===== config.mk =====
export PLATFORM = sky130hd
export DESIGN_NAME = sample_fir
export DESIGN_NICKNAME = d
export VERILOG_FILES = /design/src/rtl/sample_fir_pkg.sv /design/src/rtl/fir_mac.sv /design/src/rtl/sample_fir.sv
export SDC_FILE = /design/constraint.sdc
export NUM_CORES = 1
export LEC_CHECK = 0
export ABC_AREA = 1
export CAP_MARGIN = 0
export CORE_MARGIN = 1
export CORE_UTILIZATION = 53
export CTS_BUF_LIST = sky130_fd_sc_hd__clkbuf_2 sky130_fd_sc_hd__clkbuf_4 sky130_fd_sc_hd__clkbuf_8
export CTS_CLUSTER_DIAMETER = 80
export CTS_CLUSTER_SIZE = 28
export DETAILED_ROUTE_END_ITERATION = 10
export PLACE_DENSITY_LB_ADDON = 0.3
export SKIP_CTS_REPAIR_TIMING = 1
export SLEW_MARGIN = 15
export SYNTH_ARGS = -nofsm -noshare
export SYNTH_HDL_FRONTEND = slang
export SYNTH_SLANG_ARGS = --single-unit

===== constraint.sdc =====
create_clock -name qzt_clk -period 7.4 [get_ports qzt_clk]
set_input_delay 0.74 -clock qzt_clk [delete_from_list [all_inputs] [get_ports qzt_clk]]
set_output_delay 0.74 -clock qzt_clk [all_outputs]
set_load 0.01 [all_outputs]

===== src/rtl/sample_fir_pkg.sv =====
// sample_fir_pkg: shared widths, types, FSM encoding and DAC conversion for sample_fir.
// Revision 1.0
`default_nettype none

package sample_fir_pkg;

  localparam int SAMPLE_W = 14;
  localparam int DAC_W    = 12;

  typedef logic signed [SAMPLE_W-1:0] sample_t;
  typedef logic        [DAC_W-1:0]    dac_t;

  typedef enum logic [1:0] {
    ST_IDLE  = 2'd0,
    ST_MAC   = 2'd1,
    ST_ROUND = 2'd2,
    ST_OUT   = 2'd3
  } state_t;

  // Offset binary: flip the sign bit, keep the top DAC_W bits.
  function automatic dac_t to_offset_binary(input sample_t s);
    logic [SAMPLE_W-1:0] w_ob;
    w_ob = {~s[SAMPLE_W-1], s[SAMPLE_W-2:0]};
    return dac_t'(w_ob >> (SAMPLE_W - DAC_W));
  endfunction

endpackage

`default_nettype wire


===== src/rtl/fir_mac.sv =====
// fir_mac: signed multiply-accumulate, one product per enabled cycle; clear has priority.
// Revision 1.0
`default_nettype none

module fir_mac #(
  parameter int A_W   = 14,
  parameter int B_W   = 8,
  parameter int ACC_W = 24
) (
  input  logic                    clk,
  input  logic                    rst_n,
  input  logic                    i_clear,
  input  logic                    i_enable,
  input  logic signed [A_W-1:0]   i_a,
  input  logic signed [B_W-1:0]   i_b,
  output logic signed [ACC_W-1:0] o_acc
);

  localparam int P_W = A_W + B_W;

  logic signed [P_W-1:0]   w_prod;
  logic signed [ACC_W-1:0] w_prod_ext;
  logic signed [ACC_W-1:0] r_acc;

  assign w_prod     = i_a * i_b;
  assign w_prod_ext = {{(ACC_W-P_W){w_prod[P_W-1]}}, w_prod};

  always_ff @(posedge clk or negedge rst_n) begin
    if (!rst_n) begin
      r_acc <= '0;
    end else if (i_clear) begin
      r_acc <= '0;
    end else if (i_enable) begin
      r_acc <= r_acc + w_prod_ext;
    end
  end

  assign o_acc = r_acc;

endmodule

`default_nettype wire


===== src/rtl/sample_fir.sv =====
// sample_fir: sequential N-tap FIR on 14-bit ADC samples with offset-binary DAC output.
// Revision 1.0 -- define SAMPLE_FIR_SATURATE_EN to clamp out-of-range results instead of wrapping.
`default_nettype none

module sample_fir
  import sample_fir_pkg::*;
#(
  parameter int N_TAPS    = 4,
  parameter int COEF_W    = 8,
  parameter int FRAC_BITS = 6
) (
  input  logic                       qzt_clk,
  input  logic                       rst_n,
  input  logic                       in_valid,
  input  logic signed [SAMPLE_W-1:0] in_sample,
  input  logic [N_TAPS*COEF_W-1:0]   coef,
  output logic                       in_ready,
  output logic                       out_valid,
  output logic signed [SAMPLE_W-1:0] out_sample,
  output logic [DAC_W-1:0]           out_dac,
  output logic                       overflow,
  output logic [7:0]                 drop_cnt
);

  localparam int ACC_W = SAMPLE_W + COEF_W + $clog2(N_TAPS);
  localparam int TAP_W = $clog2(N_TAPS);

  localparam logic signed [ACC_W:0] C_RND = (ACC_W+1)'(1) << (FRAC_BITS - 1);
  localparam logic signed [ACC_W:0] C_MAX = (ACC_W+1)'(8191);
  localparam logic signed [ACC_W:0] C_MIN = (ACC_W+1)'(-8192);

  state_t                    r_state;
  logic [TAP_W-1:0]          r_tap;
  sample_t                   r_x [N_TAPS];
  logic [N_TAPS*COEF_W-1:0]  r_coef;
  sample_t                   r_out_sample;
  dac_t                      r_out_dac;
  logic                      r_out_valid;
  logic                      r_overflow;
  logic [7:0]                r_drop_cnt;

  logic                      w_accept;
  logic                      w_mac_en;
  sample_t                   w_a;
  logic signed [COEF_W-1:0]  w_b;
  logic signed [ACC_W-1:0]   w_acc;
  logic signed [ACC_W:0]     w_rounded;
  logic signed [ACC_W:0]     w_shifted;
  logic                      w_hi;
  logic                      w_lo;
  sample_t                   w_result;

  assign w_accept = (r_state == ST_IDLE) && in_valid;
  assign w_mac_en = (r_state == ST_MAC);
  assign w_a      = r_x[r_tap];
  assign w_b      = r_coef[r_tap*COEF_W +: COEF_W];

  fir_mac #(
    .A_W   (SAMPLE_W),
    .B_W   (COEF_W),
    .ACC_W (ACC_W)
  ) u_mac (
    .clk      (qzt_clk),
    .rst_n    (rst_n),
    .i_clear  (w_accept),
    .i_enable (w_mac_en),
    .i_a      (w_a),
    .i_b      (w_b),
    .o_acc    (w_acc)
  );

  // Round half up, then floor-shift; the extra bit keeps the rounding add safe.
  assign w_rounded = {w_acc[ACC_W-1], w_acc} + C_RND;
  assign w_shifted = w_rounded >>> FRAC_BITS;
  assign w_hi      = (w_shifted > C_MAX);
  assign w_lo      = (w_shifted < C_MIN);

`ifdef SAMPLE_FIR_SATURATE_EN
  assign w_result = w_hi ? sample_t'(14'sd8191) :
                    w_lo ? sample_t'(-14'sd8192) :
                           sample_t'(w_shifted[SAMPLE_W-1:0]);
`else
  assign w_result = sample_t'(w_shifted[SAMPLE_W-1:0]);
`endif

  always_ff @(posedge qzt_clk or negedge rst_n) begin
    if (!rst_n) begin
      r_state      <= ST_IDLE;
      r_tap        <= '0;
      for (int k = 0; k < N_TAPS; k++) r_x[k] <= '0;
      r_coef       <= '0;
      r_out_sample <= '0;
      r_out_dac    <= 12'h800;
      r_out_valid  <= 1'b0;
      r_overflow   <= 1'b0;
      r_drop_cnt   <= '0;
    end else begin
      r_out_valid <= 1'b0;
      r_overflow  <= 1'b0;
      if (in_valid && (r_state != ST_IDLE) && (r_drop_cnt != 8'hFF)) begin
        r_drop_cnt <= r_drop_cnt + 8'd1;
      end
      case (r_state)
        ST_IDLE: begin
          if (in_valid) begin
            r_x[0] <= in_sample;
            for (int k = 1; k < N_TAPS; k++) r_x[k] <= r_x[k-1];
            r_coef  <= coef;
            r_tap   <= '0;
            r_state <= ST_MAC;
          end
        end
        ST_MAC: begin
          if (r_tap == TAP_W'(N_TAPS - 1)) begin
            r_state <= ST_ROUND;
          end else begin
            r_tap <= r_tap + 1'b1;
          end
        end
        ST_ROUND: begin
          r_out_sample <= w_result;
          r_out_dac    <= to_offset_binary(w_result);
          r_overflow   <= w_hi || w_lo;
          r_out_valid  <= 1'b1;
          r_state      <= ST_OUT;
        end
        ST_OUT: begin
          r_state <= ST_IDLE;
        end
        default: begin
          r_state <= ST_IDLE;
        end
      endcase
    end
  end

  assign in_ready   = (r_state == ST_IDLE);
  assign out_valid  = r_out_valid;
  assign out_sample = r_out_sample;
  assign out_dac    = r_out_dac;
  assign overflow   = r_overflow;
  assign drop_cnt   = r_drop_cnt;

endmodule

`default_nettype wire


==> results of run 1 <==
## worst paths after layout
kind	startpoint	endpoint	slack, ps	cells past startpoint
max in group asynchronous	rst_n	r_tap[0]	5770	2
setup / recovery	r_tap[1]	u_mac.o_acc[23]	1110	24
hold / removal	rst_n	drop_cnt[3]	290	1
min in group qzt_clk	out_dac[11]	out_dac[11]	480	2
setup reg to reg	r_tap[1]	u_mac.o_acc[23]	1110	24
hold reg to reg	out_dac[11]	out_dac[11]	480	2
## registers in the layout, summed over array words and instances, names as in the netlist
register and cells:
r_tap 2, drop_cnt 8, overflow 1, r_x 56, u_mac.o_acc 24, r_coef 32
out_dac 1, r_state 2, out_sample 14, out_valid 1
## synthesized netlist by cell type (16+ instances only)
master     n  area share [%]
nand2_1  448              14
inv_1    210             6.6
nor2_1   146             4.6
dfrtp_1  140              29
fa_1     122              20
o21ai_0   86             3.6
ha_1      60             6.3
a21oi_1   46             1.9
nand3_1   39             1.6
inv_2     21            0.66
a32oi_2   18             2.4
buf_4     16             1.0
## through the flow
| step | cells | setup slack, ps | utilization, % | area [µm²] | hold WS (ps) |
|---|---|---|---|---|---|
| finish | 1833 | 1110 | 60.5 | 13300 | 287 |
| global placement | 1801 | 1170 | 58.7 | 12900 | 457 |
| global route | 1833 | 677 | 60.5 | 13300 | 328 |
| floorplan | 1484 | 2050 | - | 12000 | 444 |
| CTS | 1833 | 1170 | 60.5 | 13300 | 301 |
| detailed placement | 1801 | 1210 | 58.7 | 12900 | 463 |
## cell type report
type,count,area share [%]
clock buffer,17,1.76
inverter,232,6.57
clock inverter,15,1.25
multi-input combinational,1054,54.3
tap,280,2.64
timing repair buffer,94,6.92
sequential,141,26.6
## kinds of logic after synthesis
kind of cell,Yosys count
simple gates,679
buf+inv,289
fa+ha+maj,182
compound gates,175
flops,141
xor+xnor,18
## critical path, cell delays in order (launching register included)
cell     delay [ps]
dfrtp_1         420
inv_2           540
a21oi_1         120
a32oi_2         700
inv_1           230
nor2_1          180
buf_4           250
inv_1            80
fa_1            500
inv_1            50
fa_1            520
fa_1            440
fa_1            490
ha_1            310
ha_1            380
nand2_1         120
inv_1            70
a21oi_1         240
nand2_1          90
nand2_1          90
nand2_1          60
nor2_1           90
nand2_1          60
nand3_1          60
nand2_1          60
## placed cells by master, fill, tap and decap left out, types with 4 or more instances in the layout
| master | instances |
|---|---|
| nand3b_1 | 5 |
| dfrtp_1 | 139 |
| ha_1 | 60 |
| nor2_1 | 146 |
| nand2_1 | 448 |
| nand3_1 | 39 |
| nor2_2 | 9 |
| o21ai_1 | 8 |
| a21oi_1 | 46 |
| inv_8 | 6 |
| inv_6 | 4 |
| nand4_1 | 15 |
| a32oi_2 | 18 |
| clkdlybuf4s50_1 | 84 |
| buf_4 | 9 |
| xor2_1 | 11 |
| clkbuf_8 | 17 |
| inv_2 | 21 |
| o21ai_0 | 86 |
| nand2_2 | 9 |
| xnor2_1 | 7 |
| fa_1 | 122 |
| inv_1 | 210 |
| o22ai_1 | 4 |
## metal layers
metal	vias up	part of all wire, %	GRT usage [%]
met3	49	5.7	4.44
met2	288	47	42.1
li1	4683	-	-
met4	0	2.2	8.41
met5	-	0	0
met1	4629	45	34.1
==> impl_results.md, run 1 <==
- Status: complete, but fails checks
- Failing checks: DRC
- Unrepaired setup endpoints after global routing: no
- Required time worst endpoint: between 7000 and 8000 ps
- Netlist cell types: 38
- Yosys reg bits: 141
- Final setup vio count: 0
- Fmax: 0.159 GHz
- Total GRT Usage: 25.5%
- DRT iter0 DRCs: about 640
- Maxcap violations: 0
- Storage cell area: 3530 µm²
- Die area: 23200 µm²
- Row count: 54
- CTS tree: built
- Top_reg_cell synth: dfrtp_1
- Syn Nets: 1715
- CTS buffer count: 17
- Post-Syn Instances: 1484
- Max Transition Viols Final: 0
- Mux share of post-synthesis cell area: 0%
- H-tree Lvls: 4
- I/O pins: 86
- Pre-antenna DRT Iters: 8
- Post-detail-place hpwl: around 22 mm
- Die width: 152 µm
- Slew @ Worst Pin: 985 ps
- Vias in the first global route: about 9800
- WS Path Type: register to register
- Hold Path Class: input pin to async pin
- CP Max Fanout: 34
- IO buf count: 85
- ANT nets after route: 0
- Diodes inserted: 0
- TNS Setup: 0 ps
- FILL cells: a little under 2000
- Seq/Total Area, Yosys: 29.5%
- Mapped Area: approximately 12000 µm²
- Vias/cell: 5.26
- Clock sinks: 141
- Starting density of the core: a little over half
- Clk_lat worst skew: 480 ps
- Root Buffer: clkbuf_8
- Final hold vios: 0
- CP Capture Type: register
- Overflow after GRT: 0
- Slew HR: 34.1%
- Final period util: 85.0%
- Area of the multi-input gates: 7210 µm²
- Synth Area in Adders: 26.7%
- Core ar.: 22000 µm²
- DR WL/cell: around 15 µm
- Synth Area per Inst: 8.07 µm²
- Number of flops mapped to enable cells by yosys: 0
- Final layout net count: ~1800
- Crit path arrival time: 6670 ps
- GPL Wtd Cong: around 0.90
- Antenna violations before repair: 0
- First-pass GRT wire length: 47.1 mm
- Routed WL: 27.3 mm
- CTS max path bufs: 2
- Largest net degree at the start of global routing: between 90 and 100
- Post-Synth Simple-Gate Area: 22.8%
- Clk slew on worst S/H paths: around 100 ps
- Compound-Gate Fraction of Synth Area: 9.40%
- XOR/XNOR Fraction of Synth Area: under 10%
- Ys async rst share: 100%
- DRC errors left: 10
- Setup Skew: 24.0 ps
- Die span in y: 152 µm
- Yosys synthesis warning count: 0
- Via Count: 9649
- Largest family of logic cells by synthesized area: adder cells
- Share of cells above drive strength 1: 7.02%
- Synthesis-to-finish area growth: 11.0%
- Crit start category: register
- Min Tclk post-route: ~6300 ps
Power of run 1 is not shown: default switching activity piles up to over one toggle a cycle in this logic, so the estimate is an artifact.
==> inputs of run 2 (changes only) <==
--- a/config.mk
+++ b/config.mk
@@ -19,3 +19,4 @@
 export SYNTH_ARGS = -nofsm -noshare
 export SYNTH_HDL_FRONTEND = slang
 export SYNTH_SLANG_ARGS = --single-unit
+export TNS_END_PERCENT = 30
==> results of run 2 <==
Same layout as run 1: the final DEF is identical, and so are final timing and power.
Power of run 2 is left out for the same reason.
==> inputs of run 3 (changes only) <==
==> constraint.sdc (replaced) <==
create_clock -name qzt_clk -period 6.55 [get_ports qzt_clk]
set_input_delay 0.655 -clock qzt_clk [delete_from_list [all_inputs] [get_ports qzt_clk]]
set_output_delay 0.655 -clock qzt_clk [all_outputs]
set_load 0.01 [all_outputs]
==> impl_results.md, run 3 (synthesized netlist as in run 1, its figures left out) <==
- Diodes inserted: 0
- Max Transition Viols Final: 0
- I/O pins: 86
- Failing checks: DRC
- IO buf count: 85
- GPL Wtd Cong: 0.954
- Clk slew on worst S/H paths: ~100 ps
- Share of cells above drive strength 1: 7.08%
- Max reg flops: 56
- WS Path Type: register to register
- Final period util: approximately nine tenths
- Core ar.: 22000 µm²
- CP Capture Type: register
- Post-detail-place hpwl: 21.5 mm
- Most common cell after layout, fill and taps aside: nand2_1
- Setup Skew: 19.8 ps
- Pre-antenna DRT Iters: 10
- Crit start category: register
- First-pass GRT wire length: 48.3 mm
- Routed WL: 27.8 mm
- Largest net degree at the start of global routing: between 90 and 100
- Crit path arrival time: 6290 ps
- Die width: around 150 µm
- CP Max Fanout: 31
- CTS max path bufs: 2
- Min Tclk post-route: 5950 ps
- Hold Path Class: input pin to async pin
- Total GRT Usage: a little over a quarter
- DRC errors left: 9
- Final setup vio count: 0
- Die span in y: 152 µm
- Final cell utilization of the core: 60.7%
- ANT nets after route: 0
- DR WL/cell: around 15 µm
- Vias/cell: between 5 and 6
- Setup ws final: 599 ps
- Via Count: 9645
- Die area: around 23000 µm²
- Vias in the first global route: 9915
- H-tree Lvls: 4
- Final hold vios: 0
- DRT iter0 DRCs: 701
- Fmax: 0.168 GHz
- Clock sinks: 141
- Synthesis-to-finish area growth: 11.3%
- Maxcap violations: 0
- Overflow after GRT: 0
- Status: complete, but fails checks
- CTS tree: built
- TNS Setup: 0 ps
- Final layout net count: 1772
- Slew @ Worst Pin: 969 ps
- Reg with most FFs: r_x
- Worst Setup SP: r_tap[1]
- Antenna violations before repair: 0
- Commonest cells after routing, fill and taps aside: nand2_1 (448), inv_1 (210), nor2_1 (146)
- Starting density of the core: 54.5%
- CTS buffer count: 17
- Required time worst endpoint: 6880 ps
- R2R Path Start: r_tap[1]
- Clk_lat worst skew: roughly 470 ps
- Pre-CTS setup slack: 719 ps
- Unrepaired setup endpoints after global routing: no
- Row count: 54
- Root Buffer: clkbuf_8
- Slew HR: 35.1%
- Hold_ws: about 190 ps
run 3: cell types whose count changed in the layout (fill, tap and decap cells not counted), sizes merged:
cell    previous run  this run
buf               10        11
clkinv             4         3
bufinv             1         2
run 3: area by class of cell:
type	instances	area, µm²
flip-flops and latches	141	3530
repair buffers	95	940
clock inverters	15	189
fillers	1898	8630
clock buffers	17	234
inverters	232	872
multi-input cells	1054	7210
well taps	280	350
run 3: stage by stage:
| step | area, µm² | cells |
|---|---|---|
| after floorplan | 12000 | 1484 |
| after global placement | 12900 | 1802 |
| after detailed placement | 12900 | 1802 |
| after CTS | 13300 | 1834 |
| after global routing | 13300 | 1834 |
| final | 13300 | 1834 |
run 3: worst paths after layout:
path | endpoint | slack, ps | depth (start not counted)
min in group qzt_clk | out_sample[0] | 470 | 2
worst min register to register | out_sample[0] | 470 | 2
worst min-delay path | drop_cnt[3] | 190 | 1
worst max-delay path | u_mac.o_acc[13] | 600 | 21
max in group asynchronous | r_tap[0] | 5040 | 2
worst max register to register | u_mac.o_acc[13] | 600 | 21
run 3: worst max-delay path, stage by stage, from the launching register on:
cell	delay, ps
dfrtp_1	440
inv_2	490
buf_4	340
a21oi_1	70
a32oi_2	380
nand2_1	130
fa_1	500
inv_1	50
fa_1	520
fa_1	450
fa_1	590
fa_1	430
ha_1	410
nand2_1	130
nor2_1	220
nand2_1	80
nand3_1	160
nand2_1	70
nand2_1	80
a21oi_1	60
o21ai_0	90
o21ai_0	110
run 3: routing by layer:
layer  up-vias  wire length, µm  track usage [%]
met5         -                0                0
met1      4622            12900             36.0
li1       4676                -                -
met4         0              558             8.11
met2       297            12800             42.3
met3        50             1590             4.75
Power of run 3 is left out for the same reason.
